## config.mk

```make
export PLATFORM = sky130hd
export DESIGN_NAME = gt_rx_byte_align
export DESIGN_NICKNAME = d
export VERILOG_FILES = /design/src/rtl/gt_phy_pkg.sv /design/src/rtl/gt_byte_rotate.sv /design/src/rtl/gt_rx_byte_align.sv
export SDC_FILE = /design/constraint.sdc
export NUM_CORES = 1
export LEC_CHECK = 0
export ABC_AREA = 0
export BUFFER_PORTS_ARGS = -buffer_cell sky130_fd_sc_hd__buf_2
export CORE_UTILIZATION = 56
export CTS_CLUSTER_DIAMETER = 50
export DETAILED_ROUTE_END_ITERATION = 8
export HOLD_SLACK_MARGIN = 0.12
export PLACE_DENSITY = 0.76
export SYNTH_ARGS = -nofsm -noshare
export SYNTH_HDL_FRONTEND = slang
export SYNTH_SLANG_ARGS = --single-unit
```

## constraint.sdc

```tcl
create_clock -name i_clk -period 2.3 [get_ports i_clk]
set_input_delay 0.23 -clock i_clk [delete_from_list [all_inputs] [get_ports i_clk]]
set_output_delay 0.23 -clock i_clk [all_outputs]
set_load 0.01 [all_outputs]
```

## src/rtl/gt_phy_pkg.sv

```systemverilog
// Shared definitions for the GT receive PHY: comma symbol, lane count,
// alignment state encoding and saturating counter helpers.
package gt_phy_pkg;

    localparam logic [7:0] K28_5     = 8'hBC;
    localparam int         NUM_LANES = 4;

    typedef enum logic [1:0] {
        HUNT   = 2'd0,
        VERIFY = 2'd1,
        LOCKED = 2'd2
    } align_state_e;

    function automatic logic [3:0] sat_inc4(input logic [3:0] v);
        return (v == 4'hF) ? v : v + 4'd1;
    endfunction

    function automatic logic [15:0] sat_inc16(input logic [15:0] v);
        return (v == 16'hFFFF) ? v : v + 16'd1;
    endfunction

endpackage

```

## src/rtl/gt_byte_rotate.sv

```systemverilog
// Byte-offset rotator: registers the previous raw word and selects a 4-byte
// window spanning previous/current words; output is registered (2-cycle latency).
module gt_byte_rotate
    import gt_phy_pkg::*;
(
    input  logic                     i_clk,
    input  logic                     i_rst,
    input  logic [8*NUM_LANES-1:0]   i_data,
    input  logic [NUM_LANES-1:0]     i_charisk,
    input  logic [1:0]               i_offset,
    output logic [8*NUM_LANES-1:0]   o_data,
    output logic [NUM_LANES-1:0]     o_charisk
);

    logic [8*NUM_LANES-1:0] r_prev_data;
    logic [NUM_LANES-1:0]   r_prev_k;
    logic [8*NUM_LANES-1:0] r_data;
    logic [NUM_LANES-1:0]   r_k;
    logic [8*NUM_LANES-1:0] w_data;
    logic [NUM_LANES-1:0]   w_k;

    // Window starts at byte <offset> of the previous word
    always_comb begin
        w_data = r_prev_data;
        w_k    = r_prev_k;
        case (i_offset)
            2'd0: begin
                w_data = r_prev_data;
                w_k    = r_prev_k;
            end
            2'd1: begin
                w_data = {i_data[7:0], r_prev_data[31:8]};
                w_k    = {i_charisk[0], r_prev_k[3:1]};
            end
            2'd2: begin
                w_data = {i_data[15:0], r_prev_data[31:16]};
                w_k    = {i_charisk[1:0], r_prev_k[3:2]};
            end
            2'd3: begin
                w_data = {i_data[23:0], r_prev_data[31:24]};
                w_k    = {i_charisk[2:0], r_prev_k[3]};
            end
            default: begin
                w_data = r_prev_data;
                w_k    = r_prev_k;
            end
        endcase
    end

    // Previous-word capture and output register
    always_ff @(posedge i_clk) begin
        if (!i_rst) begin
            r_prev_data <= '0;
            r_prev_k    <= '0;
            r_data      <= '0;
            r_k         <= '0;
        end else begin
            r_prev_data <= i_data;
            r_prev_k    <= i_charisk;
            r_data      <= w_data;
            r_k         <= w_k;
        end
    end

    assign o_data    = r_data;
    assign o_charisk = r_k;

endmodule

```

## src/rtl/gt_rx_byte_align.sv

```systemverilog
// K28.5 comma byte aligner: hunt/verify/locked FSM choosing the byte offset,
// with loss detection on repeated misaligned commas or a comma gap.
module gt_rx_byte_align
    import gt_phy_pkg::*;
#(
    parameter logic [7:0]  COMMA    = K28_5,
    parameter int unsigned LOCK_CNT = 4,
    parameter int unsigned LOSS_CNT = 3,
    parameter int unsigned GAP_MAX  = 1024
)(
    input  logic        i_clk,
    input  logic        i_rst,
    input  logic [31:0] i_gt_rx_data,
    input  logic [3:0]  i_gt_rx_charisk,
    input  logic        i_gt_reset_done,
    output logic [31:0] o_gt_rx_data,
    output logic [3:0]  o_gt_rx_charisk,
    output logic        o_gt_bytealign,
    output logic [1:0]  o_align_offset,
    output logic        o_realign_pulse
);

    localparam logic [3:0]  LOCK_LAST = 4'(LOCK_CNT - 1);
    localparam logic [3:0]  LOSS_LAST = 4'(LOSS_CNT - 1);
    localparam logic [15:0] GAP_LAST  = 16'(GAP_MAX - 1);

    align_state_e r_state, w_state_nxt;
    logic [1:0]   r_offset, w_offset_nxt;
    logic [3:0]   r_cnt, w_cnt_nxt;
    logic [3:0]   r_err, w_err_nxt;
    logic [15:0]  r_gap, w_gap_nxt;
    logic         r_bytealign;
    logic         r_realign;
    logic [3:0]   w_hit;
    logic [1:0]   w_first;
    logic         w_any;
    logic         w_aligned;
    logic         w_lost;

    // Per-lane comma detection on the raw word
    always_comb begin
        w_hit = 4'b0000;
        for (int k = 0; k < NUM_LANES; k++) begin
            w_hit[k] = (i_gt_rx_data[8*k +: 8] == COMMA) && i_gt_rx_charisk[k];
        end
    end

    // Lowest lane carrying a comma
    always_comb begin
        casez (w_hit)
            4'b???1: w_first = 2'd0;
            4'b??10: w_first = 2'd1;
            4'b?100: w_first = 2'd2;
            4'b1000: w_first = 2'd3;
            default: w_first = 2'd0;
        endcase
    end

    assign w_any     = |w_hit;
    assign w_aligned = w_hit[r_offset];
    assign w_lost    = (w_any && (r_err == LOSS_LAST)) || (r_gap == GAP_LAST);

    // Next-state and counter logic
    always_comb begin
        w_state_nxt  = r_state;
        w_offset_nxt = r_offset;
        w_cnt_nxt    = r_cnt;
        w_err_nxt    = r_err;
        w_gap_nxt    = r_gap;
        if (!i_gt_reset_done) begin
            w_state_nxt = HUNT;
            w_cnt_nxt   = 4'd0;
            w_err_nxt   = 4'd0;
            w_gap_nxt   = 16'd0;
        end else begin
            case (r_state)
                HUNT: begin
                    if (w_any) begin
                        w_offset_nxt = w_first;
                        w_cnt_nxt    = 4'd1;
                        w_err_nxt    = 4'd0;
                        w_gap_nxt    = 16'd0;
                        w_state_nxt  = (LOCK_CNT == 32'd1) ? LOCKED : VERIFY;
                    end else begin
                        w_cnt_nxt = 4'd0;
                    end
                end
                VERIFY: begin
                    if (w_aligned) begin
                        w_gap_nxt = 16'd0;
                        w_cnt_nxt = sat_inc4(r_cnt);
                        if (r_cnt == LOCK_LAST) begin
                            w_state_nxt = LOCKED;
                            w_err_nxt   = 4'd0;
                        end else begin
                            w_state_nxt = VERIFY;
                        end
                    end else if (w_any) begin
                        w_offset_nxt = w_first;
                        w_cnt_nxt    = 4'd1;
                        w_gap_nxt    = 16'd0;
                    end else if (r_gap == GAP_LAST) begin
                        w_state_nxt = HUNT;
                        w_cnt_nxt   = 4'd0;
                        w_gap_nxt   = 16'd0;
                    end else begin
                        w_gap_nxt = sat_inc16(r_gap);
                    end
                end
                LOCKED: begin
                    if (w_aligned) begin
                        w_err_nxt = 4'd0;
                        w_gap_nxt = 16'd0;
                    end else if (w_lost) begin
                        // err and gap exhaustion together still yield one exit
                        w_state_nxt = HUNT;
                        w_cnt_nxt   = 4'd0;
                        w_err_nxt   = 4'd0;
                        w_gap_nxt   = 16'd0;
                    end else begin
                        w_gap_nxt = sat_inc16(r_gap);
                        w_err_nxt = w_any ? sat_inc4(r_err) : r_err;
                    end
                end
                default: begin
                    w_state_nxt = HUNT;
                    w_cnt_nxt   = 4'd0;
                    w_err_nxt   = 4'd0;
                    w_gap_nxt   = 16'd0;
                end
            endcase
        end
    end

    // State, counters and registered status outputs
    always_ff @(posedge i_clk) begin
        if (!i_rst) begin
            r_state     <= HUNT;
            r_offset    <= 2'd0;
            r_cnt       <= 4'd0;
            r_err       <= 4'd0;
            r_gap       <= 16'd0;
            r_bytealign <= 1'b0;
            r_realign   <= 1'b0;
        end else begin
            r_state     <= w_state_nxt;
            r_offset    <= w_offset_nxt;
            r_cnt       <= w_cnt_nxt;
            r_err       <= w_err_nxt;
            r_gap       <= w_gap_nxt;
            r_bytealign <= (w_state_nxt == LOCKED);
            r_realign   <= (r_state == LOCKED) && (w_state_nxt != LOCKED);
        end
    end

    gt_byte_rotate u_rotate (
        .i_clk     (i_clk),
        .i_rst     (i_rst),
        .i_data    (i_gt_rx_data),
        .i_charisk (i_gt_rx_charisk),
        .i_offset  (r_offset),
        .o_data    (o_gt_rx_data),
        .o_charisk (o_gt_rx_charisk)
    );

    assign o_gt_bytealign  = r_bytealign;
    assign o_align_offset  = r_offset;
    assign o_realign_pulse = r_realign;

endmodule
```

== After elaboration in Yosys (flattened, before gate mapping) ==
Index checks and enable logic that the tools add are counted.

* Add/sub/neg operators: 3
* Order comparisons: 1
* Eq/ne operators: 30
* Multiplexer cells: 41
* Reduce and logical (&&, ||, !) cells: 15

{| class="wikitable"
|+ Operators by type and width
! operator !! count
|-
| $pmux 32 s4 || 1
|-
| $mux 16 || 7
|-
| $mux 4 || 13
|-
| $pmux 16 s3 || 1
|-
| $eq 8x8->1 const B || 4
|-
| $pmux 4 s3 || 2
|-
| $mux 2 || 10
|-
| $add 16x1->16 const B || 1
|-
| $eq 16x10->1 const B || 1
|-
| $eq 16x16->1 const B || 1
|-
| $pmux 4 s4 || 1
|-
| $ne 2x2->1 const B || 7
|-
| $eq 4x4->1 const B || 3
|-
| $ne 4x4->1 const B || 3
|-
| $pmux 2 s3 || 2
|-
| $eq 2x2->1 const B || 5
|-
| $add 4x1->4 const B || 2
|-
| $eq 4x2->1 const B || 2
|-
| $logic_and 1x1->1 || 6
|-
| $reduce_and 5->1 || 1
|-
| $eq 2x1->1 const B || 2
|-
| $logic_not 2->1 || 2
|-
| $pmux 2 s2 || 1
|-
| $reduce_and 4->1 || 1
|-
| 10 further kinds || 11
|}

* Flip-flop bits (word level): 102
* Input port bits: 39
* Output and inout port bits: 40
* Word-level logic and storage cells: 101

== Longest topological paths before layout ==
Gate-level depths: netlist of the first run.

* Word-level depth: 11
* Depth in mapped cells: 9
* Gate-level depth less buffers: 8

== Modules after synthesis ==
From an unflattened synthesis of the first run, not the netlist that was laid out.

* Cells, all modules: 430
* Area total of the unflattened synthesis: 4324.1 um^2

{| class="wikitable"
|+ By module, submodules not included
! module !! instances !! cells each !! area each (um^2) !! seq. area each (um^2)
|-
| gt_byte_rotate || 1 || 207 || 2491.1 || 1441.4
|-
| gt_rx_byte_align || 1 || 223 || 1833.0 || 600.6
|}

== Worst setup path before layout of the first run ==
No wires, ideal clock.

* Path kind: register to register
* Start: register r_gap[0]
* End: register r_gap[10]
* Library setup time: 0.124 ns
* Arrival time: 1.835 ns
* Data required time: 2.176 ns
* Setup slack: 0.340 ns
* Stages on the path, launching flop included: 10
* Buffers on the path: 1
* Clock period less this slack: 1.960 ns
* Path through: dfxtp_1 ha_1 nand4_1 nor3_1 nand4_1 a21bo_2 buf_2 nor4_1 o21ai_0 o21ai_0

* Cells in the longest elaborated chain, start to end: 6
* Elaborated cells on any way between the ends: 11
* Those cells by class: add/sub (1); eq/ne (2); mux (7); reduce/logical (1)

{| class="wikitable"
|+ Ends and longest elaborated chain
! what !! RTL line !! source
|-
| start: declaration || gt_rx_byte_align.sv:31 || <nowiki>logic [15:0] r_gap, w_gap_nxt;</nowiki>
|-
| start signal: assignment || gt_rx_byte_align.sv:150 || <nowiki>r_gap <= w_gap_nxt;</nowiki>
|-
| $add 16x1->16 / $eq 16x16->1 (equally long branches) || gt_phy_pkg.sv:19 || <nowiki>return (v == 16'hFFFF) ? v : v + 16'd1;</nowiki>
|-
| $mux 16 || gt_phy_pkg.sv:19 ||
|-
| $mux 16 || gt_rx_byte_align.sv:102 || <nowiki>end else if (r_gap == GAP_LAST) begin</nowiki>
|-
| $mux 16 || gt_rx_byte_align.sv:98 || <nowiki>end else if (w_any) begin</nowiki>
|-
| $mux 16 || gt_rx_byte_align.sv:89 || <nowiki>if (w_aligned) begin</nowiki>
|-
| $pmux 16 s3 * || gt_rx_byte_align.sv:76 || <nowiki>case (r_state)</nowiki>
|}

Mark *: on every way between the ends. The rest lies on a longest branch, timed or not.
A chain may end at the register's enable or synchronous reset.

== Worst setup path in the final report of the first run ==
* Start: register r_gap[0]
* End: register r_cnt[0]

* Cells in the longest elaborated chain, start to end: 4
* Elaborated cells on any way between the ends: 5
* Those cells by class: eq/ne (3); reduce/logical (2)

{| class="wikitable"
|+ Ends and longest elaborated chain
! what !! RTL line !! source
|-
| $eq 16x10->1 * || gt_rx_byte_align.sv:61, gt_rx_byte_align.sv:102 ||
|-
| $logic_or 1x1->1 || gt_rx_byte_align.sv:61 || <nowiki>assign w_lost = (w_any && (r_err == LOSS_LAST)) || (r_gap == GAP_LAST);</nowiki>
|-
| $ne 2x2->1 (no line) || - ||
|-
| $reduce_and 4->1 (no line) * || - ||
|-
| end signal: assignment || gt_rx_byte_align.sv:148 || <nowiki>r_cnt <= w_cnt_nxt;</nowiki>
|-
| end: declaration || gt_rx_byte_align.sv:29 || <nowiki>logic [3:0] r_cnt, w_cnt_nxt;</nowiki>
|}

Marked as above.

==> results of run 1 <==
[sequential cells by signal (all words and copies together) (netlist names)]
signal,cells
o_align_offset,2
r_cnt,4
o_realign_pulse,1
u_rotate.o_charisk,4
o_gt_bytealign,1
r_gap,16
u_rotate.r_prev_data,32
u_rotate.o_data,32
r_err,4
u_rotate.r_prev_k,4
r_state,2
[final cells by class]
cell class | instances | area [um^2]
clock inverters | 6 | 75.1
repair buffers | 105 | 633
multi-input cells | 295 | 2620
clock buffers | 10 | 138
inverters | 5 | 18.8
well taps | 105 | 131
flip-flops and latches | 102 | 2040
fillers | 649 | 2590
[cell usage in the layout (no fill, tap or decap), types with 6 or more instances in the layout]
cell type	n
and3_1	11
buf_4	11
a21oi_1	8
nand2_1	29
dlygate4sd3_1	16
buf_2	78
ha_1	8
xnor2_1	9
nand3_1	7
mux4_2	32
dfxtp_1	100
clkbuf_8	10
nor3_1	6
and2_1	71
nand4_1	7
nor2_1	24
o21ai_0	6
[per-stage QoR]
stage          utilization (%)  std cells  power (W)
5_1_grt                   68.6        628    0.00342
4_1_cts                   68.4        627    0.00332
3_3_place_gp              64.0        596    0.00213
3_5_place_dp              64.0        596    0.00213
2_1_floorplan                -        426    0.00202
6_report                  68.6        628    0.00330
[per-layer routing]
metal / up-vias / routed length, um / GRT usage (%)
met5: - / 0 / 0
met4: 0 / 176 / 9.47
met3: 12 / 517 / 3.46
met2: 99 / 5060 / 40.1
met1: 1749 / 4200 / 29.5
li1: 1734 / - / -
[where the power goes]
part	switching (W)	internal [W]	total [W]
registers	0.0000253	0.00182	0.00185
logic	0.000122	0.000140	0.000262
clock network	0.000636	0.000550	0.00119
total	0.000784	0.00251	0.00330
[kinds of logic (layout without fill, tap and decap cells)]
group           count (synthesis)  count (layout)
buf+inv                        29             126
simple gates                  191             191
compound gates                 48              48
fa+ha+maj                       8               8
mux                            38              38
xor+xnor                       10              10
flops                         102             102
[timing repair]
action                                 4_1_cts  5_1_grt
setup endpoints to repair                    0        3
endpoints found under the hold margin       15        1
gates resized for setup                      0        1
hold buffers                                15        1
[critical path: stages, from the launching register on]
cell	delay, ps
dfxtp_1	350
ha_1	210
and4_1	250
nand4_1	150
and2_2	240
o21ai_1	190
and3_1	280
o21ai_0	100
o32ai_1	260
[worst paths after layout]
path	startpoint	to	slack [ps]	cells after the start
max	r_gap[0]	r_cnt[0]	170	8
min	i_gt_rx_data[30]	u_rotate.r_prev_data[30]	120	2
max reg2reg	r_gap[0]	r_cnt[0]	170	8
min reg2reg	r_err[0]	r_err[0]	510	2
==> summary.txt, run 1 <==
Post-synthesis xor/xnor area fraction = 1.82%
Largest family of logic cells by synthesized area = simple AND/OR/NAND/NOR gates
Syn avg cell area = 11.3 um^2
1st-iter DRT viols = 113
Number of max-cap violations = 0
Io pins = 79
Largest net degree at the start of global routing = 50
Setup TNS = 0 ps
CTS H-tree depth = 3
Row count = 33
Port Buffers = 78
Starting density of the core = 58.3%
Core Footprint = 8260 um^2
Simple logic cell fraction of the synthesized area = 24.6%
Critical Path Source Type = register
Nets = 565
RSZ-0062 raised after global routing = false
HP Class = in -> reg
Crit path max fanout = 5
Clock skew = 11.0 ps
Leakage = 2.26 nW
Worst slack, placed = 30.6 ps
Actual slew at the worst max-slew pin = 595 ps
Worst Path Required = 2560 ps
Netlist cell types = 68
Final Wtd Congestion = 0.895
Clk root buf = clkbuf_8
Fmax = 0.469 GHz
Synth-to-Final Area Change = 17.6%
Area after DPL = 5290 um^2
Vias in the first global route = 3,317
Die height = 94.7 um
Post-synth ARST share = 0%
Max Root-Sink Buffers = 2
DR pass1 iterations = 4
Die Area = 8980 um^2
Post-DP HPWL = 7130 um
# Post-CTS Setup Buffers = 0
CP endpoint kind = register
Top-area cell type share of the netlist area = 42.4%
CP arrival = 2400 ps
Status = finished clean
Worst-Skew Late Latency = 370 ps
Post-route cell area = 5660 um^2
PnR worst setup slack = 166 ps
Routed wire per std cell = 15.8 um
Post-synth top area cell = dfxtp_1
Syn Nets = 473
Diode count = 0
Vias per cell = 5.72
Share of layout cells above drive strength 1 = 32.7%
Setup violators final = 0
Clk sinks = 102
Worst VDD drop = 0.287 mV
CP Class = reg -> reg
Hold WS = 120 ps
Final Hold Viols = 0
Yosys warning count = 0
Pwr Density = 582 nW/um^2
Drt drc = 0
Post-synth EDFFs = 0
Synth area leaders = dfxtp_1, mux4_2, and2_1
Count of pins over their slew limit = 0
Die W = 94.7 um
Global-route wire length before repair = 15,900 um
Max transition margin = 60.3%
Complex-gate fraction of the synthesized area = 7.90%
Most frequent cell after synthesis = dfxtp_1
Total congestion overflow = 0
GR Util All Layers = 23.4%
Cell count after synthesis = 426
Final period util = 92.8%
Vias = 3,594
Post-synthesis adder-cell area fraction = 2.08%
Min cycle time layout = 2130 ps
Part of the Yosys area used for sequential elements = 42.4%
Top cells by count, synth = dfxtp_1, and2_1, mux4_2
Post-Syn Area = 4820 um^2
Post-Route WL = 9950 um
ANT nets after route = 0
Main synth FF type = dfxtp_1
FF+latch count, synth = 102
CTS tree = done
Multiplexer area fraction after synthesis = 17.9%
Clk slew on worst S/H paths = 90 ps
Num CTS Buffers = 9
Initial antenna violation count = 0
Power figures use the tool's default switching activity.
==> inputs of run 2 (changes only) <==
--- a/config.mk
+++ b/config.mk
@@ -6,12 +6,12 @@
 export NUM_CORES = 1
 export LEC_CHECK = 0
 export ABC_AREA = 0
-export BUFFER_PORTS_ARGS = -buffer_cell sky130_fd_sc_hd__buf_2
-export CORE_UTILIZATION = 56
+export CORE_UTILIZATION = 60
 export CTS_CLUSTER_DIAMETER = 50
 export DETAILED_ROUTE_END_ITERATION = 8
+export DONT_BUFFER_PORTS = 1
 export HOLD_SLACK_MARGIN = 0.12
-export PLACE_DENSITY = 0.76
+export PLACE_DENSITY = 0.73
 export SYNTH_ARGS = -nofsm -noshare
 export SYNTH_HDL_FRONTEND = slang
 export SYNTH_SLANG_ARGS = --single-unit
==> run 2 against run 1 <==
Compared with the run above: setup slack worse by 26 ps; via count down 1.0%; global-route usage up 4.3 points; largest power group unchanged.
==> summary.txt, run 2 (same netlist as run 1, synthesis figures left out) <==
FF-to-FF setup slack = 140 ps (-30 ps)
CTS tree = done
Worst VDD drop = 0.363 mV (+27%)
Leakage = 2.07 nW (-8.6%)
Final Wtd Congestion = 0.809 (-9.6%)
Clk sinks = 102 (unchanged)
FF-to-FF Start = r_gap[0]
Critical Path Source Type = register
Critical path endpoint = r_cnt[0]
Synth-to-Final Area Change = 16.7%
Clk slew on worst S/H paths = 100 ps (about the same)
Die height = 91.6 um (-3.3%)
Number of max-cap violations = 0 (unchanged)
Initial antenna violation count = 0 (unchanged)
Actual slew at the worst max-slew pin = 663 ps (+67.7 ps)
Routed wire per std cell = 18.4 um (+16%)
Starting density of the core = 62.3% (+4.0 points)
Die Area = 8390 um^2 (-6.5%)
Post-Route WL = 10,800 um (+8.1%)
CP Class = reg -> reg
Total congestion overflow = 0 (unchanged)
Worst r2r path cells = 8 (unchanged)
DR pass1 iterations = 4 (unchanged)
Worst Path Required = 2560 ps (about the same)
Final period util = 93.9% (+1.1 points)
CP startpoint = r_gap[0]
Fmax = 0.463 GHz (-1.2%)
Port Buffers = 0 (-100%)
GR Util All Layers = 27.7% (+4.3 points)
Share of layout cells above drive strength 1 = 18.9% (-14 points)
Row count = 32 (-3.0%)
Setup TNS = 0 ps (unchanged)
Worst-Skew Late Latency = 360 ps (about the same)
Io pins = 79 (unchanged)
Clock skew = 15.7 ps (+4.67 ps)
R2r endpoint = r_cnt[0]
Core Footprint = 7730 um^2 (-6.4%)
Diode count = 0 (unchanged)
Min cycle time layout = 2160 ps (+26.3 ps)
1st-iter DRT viols = 176 (+56%)
Status = finished clean
Num CTS Buffers = 9 (unchanged)
Post-DP HPWL = 6690 um (-6.2%)
RSZ-0062 raised after global routing = false
Max Root-Sink Buffers = 2 (unchanged)
CP arrival = 2420 ps (+20 ps)
Vias in the first global route = 3,550 (+7.0%)
CTS H-tree depth = 3 (unchanged)
Max transition margin = 55.8% (-4.5 points)
Clk root buf = clkbuf_8
Global-route wire length before repair = 18,000 um (+13%)
Cells after DPL = 513 (-14%)
Vias = 3,558 (-1.0%)
Pwr Density = 558 nW/um^2 (-4.1%)
Count of pins over their slew limit = 0 (unchanged)
HP Class = in -> reg
Drt drc = 0 (unchanged)
Setup violators final = 0 (unchanged)
Crit path max fanout = 5 (unchanged)
Die W = 91.6 um (-3.3%)
Commonest cells after routing, fill and taps aside = dfxtp_1, and2_1, dlygate4sd3_1
Nets = 524 (-7.3%)
Final Hold Viols = 0 (unchanged)
Final Util = 72.7% (+4.2 points)
Largest net degree at the start of global routing = 59 (+18%)
Layout Cells excl Fill = 584 (-7.0%)
ANT nets after route = 0 (unchanged)
Most common cell after layout, fill and taps aside = dfxtp_1
CP endpoint kind = register
Vias per cell = 6.09 (+6.5%)
run 2: how the worst min path moves through the flow:
stage                     cells past startpoint  slack [ps]        startpoint                  endpoint
after floorplan                               1         350   i_gt_rx_data[0]   u_rotate.r_prev_data[0]
after global placement                        2         350             i_rst            o_gt_bytealign
after detailed placement                      1         350  i_gt_rx_data[27]  u_rotate.r_prev_data[27]
after CTS                                     2         160   i_gt_reset_done         o_align_offset[1]
after global routing                          2         160   i_gt_reset_done         o_align_offset[1]
final                                         2         170   i_gt_reset_done         o_align_offset[1]
run 2: layer usage:
| layer | part of all wire (%) | wire, um | vias to the layer above | global-route usage [%] |
|---|---|---|---|---|
| li1 | - | - | 1649 | - |
| met1 | 44 | 4690 | 1760 | 36.1 |
| met2 | 50 | 5380 | 129 | 46.4 |
| met3 | 4.5 | 484 | 20 | 4.69 |
| met4 | 1.9 | 204 | 0 | 10.1 |
| met5 | 0 | 0 | - | 0 |
run 2: what timing repair did:
item | in CTS | in global routing
setup endpoints to repair | 0 | 1
endpoints found under the hold margin | 76 | 0
hold buffers | 55 | 0
buffers inserted | 0 | 0
gates resized for setup | 0 | 1
run 2: power breakdown:
group	total (W)	switching [W]	internal, W
Clock	0.00105	0.000638	0.000412
Combinational	0.000219	0.0000729	0.000146
Sequential	0.00187	0.0000431	0.00182
Total	0.00314	0.000754	0.00238
run 2: per-stage QoR:
stage / total power (W) / instance area, um^2 / worst slack (ps) / hold WS, ps
5_1_grt: 0.00326 / 5620 / 10.8 / 162
3_3_place_gp: 0.00203 / 4880 / 146 / 347
3_5_place_dp: 0.00204 / 4880 / 114 / 355
6_report: 0.00314 / 5620 / 140 / 168
4_1_cts: 0.00315 / 5610 / 192 / 158
2_1_floorplan: 0.00202 / 4820 / 340 / 352
run 2: cell type report:
cell class                      instances  area (um^2)
Tap cell                              102          128
Sequential cell                       102         2040
Multi-Input combinational cell        295         2620
Clock inverter                          6         50.0
Inverter                                5         18.8
Fill cell                             537         2110
Clock buffer                           10          128
Timing Repair Buffer                   64          628
run 2: critical path: stages, from the launching register on:
cell	delay, ps
dfxtp_1	350
ha_1	220
and4_1	250
nand4_1	170
and2_2	250
o21ai_1	200
and3_1	280
o21ai_0	110
o32ai_1	240
==> inputs of run 3 (changes only) <==
--- a/config.mk
+++ b/config.mk
@@ -11,7 +11,7 @@
 export DETAILED_ROUTE_END_ITERATION = 8
 export DONT_BUFFER_PORTS = 1
 export HOLD_SLACK_MARGIN = 0.12
-export PLACE_DENSITY = 0.73
+export PLACE_DENSITY = 0.76
 export SYNTH_ARGS = -nofsm -noshare
 export SYNTH_HDL_FRONTEND = slang
 export SYNTH_SLANG_ARGS = --single-unit
==> run 3 against run 2 <==
Compared with the run above: clock skew fell by 4.3 ps; non-clock buffer count down 16; hold slack got worse by 22 ps; sequential share of layout area grew 0.89 points; clock power increased by 11%; design area is 2.4% lower; utilization is 1.7 points lower; critical path depth shrank 1; die area unchanged; global-route usage shrank 1.0 points; sequential power hardly changed; largest power group unchanged.
==> summary.txt, run 3 (same netlist as run 1, synthesis figures left out) <==
Highest-delay cell along the critical path = ha_1
Crit path max fanout = 9 (+4)
Number of max-cap violations = 0 (unchanged)
Worst VDD drop = 0.430 mV (+18%)
ANT nets after route = 0 (unchanged)
RSZ-0062 raised after global routing = false
Wire length on met3 = 747 um (+54%)
Min cycle time layout = 2050 ps (-110 ps)
Clk slew on worst S/H paths = 100 ps (about the same)
Layout Cells excl Fill = 568 (-2.7%)
Actual slew at the worst max-slew pin = 665 ps (+1.43 ps)
P_sw = 0.000763 W (+1.1%)
Most common cell after layout, fill and taps aside = dfxtp_1
Drt drc = 0 (unchanged)
Max Root-Sink Buffers = 2 (unchanged)
Clock power frac = 36.2% (+2.7 points)
1st-iter DRT viols = 191 (+8.5%)
DR pass1 iterations = 5 (+1)
Max transition margin = 55.7% (-0.095 points)
Clock skew = 11.4 ps (-4.27 ps)
Total power = 0.00324 W (+3.2%)
Synth-to-Final Area Change = 13.9%
Clk sinks = 102 (unchanged)
Vias in the first global route = 3,407 (-4.0%)
Die W = 91.6 um (unchanged)
CP dominant cell by count = inv_1
CTS tree = done
Commonest cells after routing, fill and taps aside = dfxtp_1, and2_1, dlygate4sd3_1
Status = finished clean
Num CTS Buffers = 9 (unchanged)
Io pins = 79 (unchanged)
Pwr Density = 590 nW/um^2 (+5.8%)
Post-route cell area = 5490 um^2 (-2.4%)
Setup TNS = 0 ps (unchanged)
CP Class = reg -> reg
Largest stage delay on the critical path = 380 ps (+30 ps)
Critical Path Source Type = register
Initial antenna violation count = 0 (unchanged)
CTS H-tree depth = 3 (unchanged)
HP Class = in -> reg
Starting density of the core = 62.3% (unchanged)
Global-route wire length before repair = 17,300 um (-3.6%)
Comb pwr share = 6.2% (-0.8 points)
Total congestion overflow = 0 (unchanged)
Post-DP HPWL = 6690 um (about the same)
Row count = 32 (unchanged)
Area after DPL = 4890 um^2 (+0.31%)
Die Area = 8390 um^2 (unchanged)
Leakage = 1.99 nW (-3.8%)
Core Footprint = 7730 um^2 (unchanged)
DR top layer = met4
Routed wire per std cell = 18.4 um (about the same)
CP arrival = 2320 ps (-100 ps)
Vias per cell = 6.05 (-0.77%)
Final period util = 89.2% (-4.8 points)
Count of pins over their slew limit = 0 (unchanged)
Setup violators final = 0 (unchanged)
Final Wtd Congestion = 0.797 (-1.5%)
Final Hold Viols = 0 (unchanged)
Crit-path cells = inv_1 > ha_1 > inv_1 > a211o_1 > a31oi_2 > a21oi_2 > o311a_1
Worst-Skew Late Latency = 370 ps (about the same)
Cells after DPL = 515 (+0.39%)
Nets = 508 (-3.1%)
Pint = 0.00248 W (+3.9%)
Die height = 91.6 um (unchanged)
Clk root buf = clkbuf_8
GR Util All Layers = 26.7% (-1.0 points)
Largest net degree at the start of global routing = 77 (+31%)
Share of layout cells above drive strength 1 = 20.4% (+1.5 points)
Metal-1 WL = 4300 um (-8.3%)
Fmax = 0.488 GHz (+5.3%)
Port Buffers = 0 (unchanged)
Worst Path Required = 2570 ps (about the same)
Diode count = 0 (unchanged)
Met2 wire len = 5180 um (-3.7%)
Part of the power in registers = 57.7% (-1.8 points)
Switching share of power = 23.5% (-0.50 points)
Post-Route WL = 10,500 um (-2.8%)
Vias = 3,434 (-3.5%)
CP endpoint kind = register
run 3: path summary, 6_finish.rpt:
check | start | to | slack, ps | cells after the start
hold / removal | i_gt_reset_done | o_align_offset[0] | 150 | 3
setup reg to reg | r_state[1] | o_realign_pulse | 250 | 7
setup / recovery | r_state[1] | o_realign_pulse | 250 | 7
hold reg to reg | r_err[0] | r_err[0] | 520 | 2
run 3: layout make-up:
| type | count | area [um^2] |
|---|---|---|
| clock buffers | 10 | 128 |
| clock inverters | 6 | 77.6 |
| fillers | 540 | 2240 |
| inverters | 5 | 18.8 |
| multi-input cells | 295 | 2630 |
| flip-flops and latches | 102 | 2040 |
| well taps | 102 | 128 |
| repair buffers | 48 | 463 |
run 3: stage by stage:
step | setup WS, ps | hold slack, ps | utilization (%)
after floorplan | 340 | 352 | -
after global placement | 150 | 353 | 63.3
after detailed placement | 86.2 | 350 | 63.3
after CTS | 206 | 128 | 70.9
after global routing | 42.3 | 151 | 71.0
final | 249 | 147 | 71.0
run 3: what timing repair did:
item                                    CTS  global route
endpoints found under the setup margin    0             3
hold endpoints to repair                 76             0
setup buffers                             0             0
hold buffers                             37             0
gates resized for setup                   0             3
run 3: power groups by stage:
| stage | clock network [W] | logic [W] | registers (W) |
|---|---|---|---|
| final | 0.00117 | 0.000199 | 0.00187 |
| after global routing | 0.00127 | 0.000213 | 0.00187 |
| after floorplan | 0 | 0.000123 | 0.00190 |
| after CTS | 0.00120 | 0.000195 | 0.00187 |
| after detailed placement | 0 | 0.000129 | 0.00191 |
| after global placement | 0 | 0.000125 | 0.00191 |
run 3: worst max-delay path: cells and delay by family (launching register included):
kind,cells,cell delay (ps)
compound gates,4,930
fa+ha+maj,1,380
buf+inv,2,280
flops,1,350
run 3: layer usage:
metal  global-route usage, %  vias to the layer above
met5                       0                        -
met4                    10.4                        0
met3                    6.95                       25
met2                    43.6                      137
met1                    33.9                     1660
li1                        -                     1612
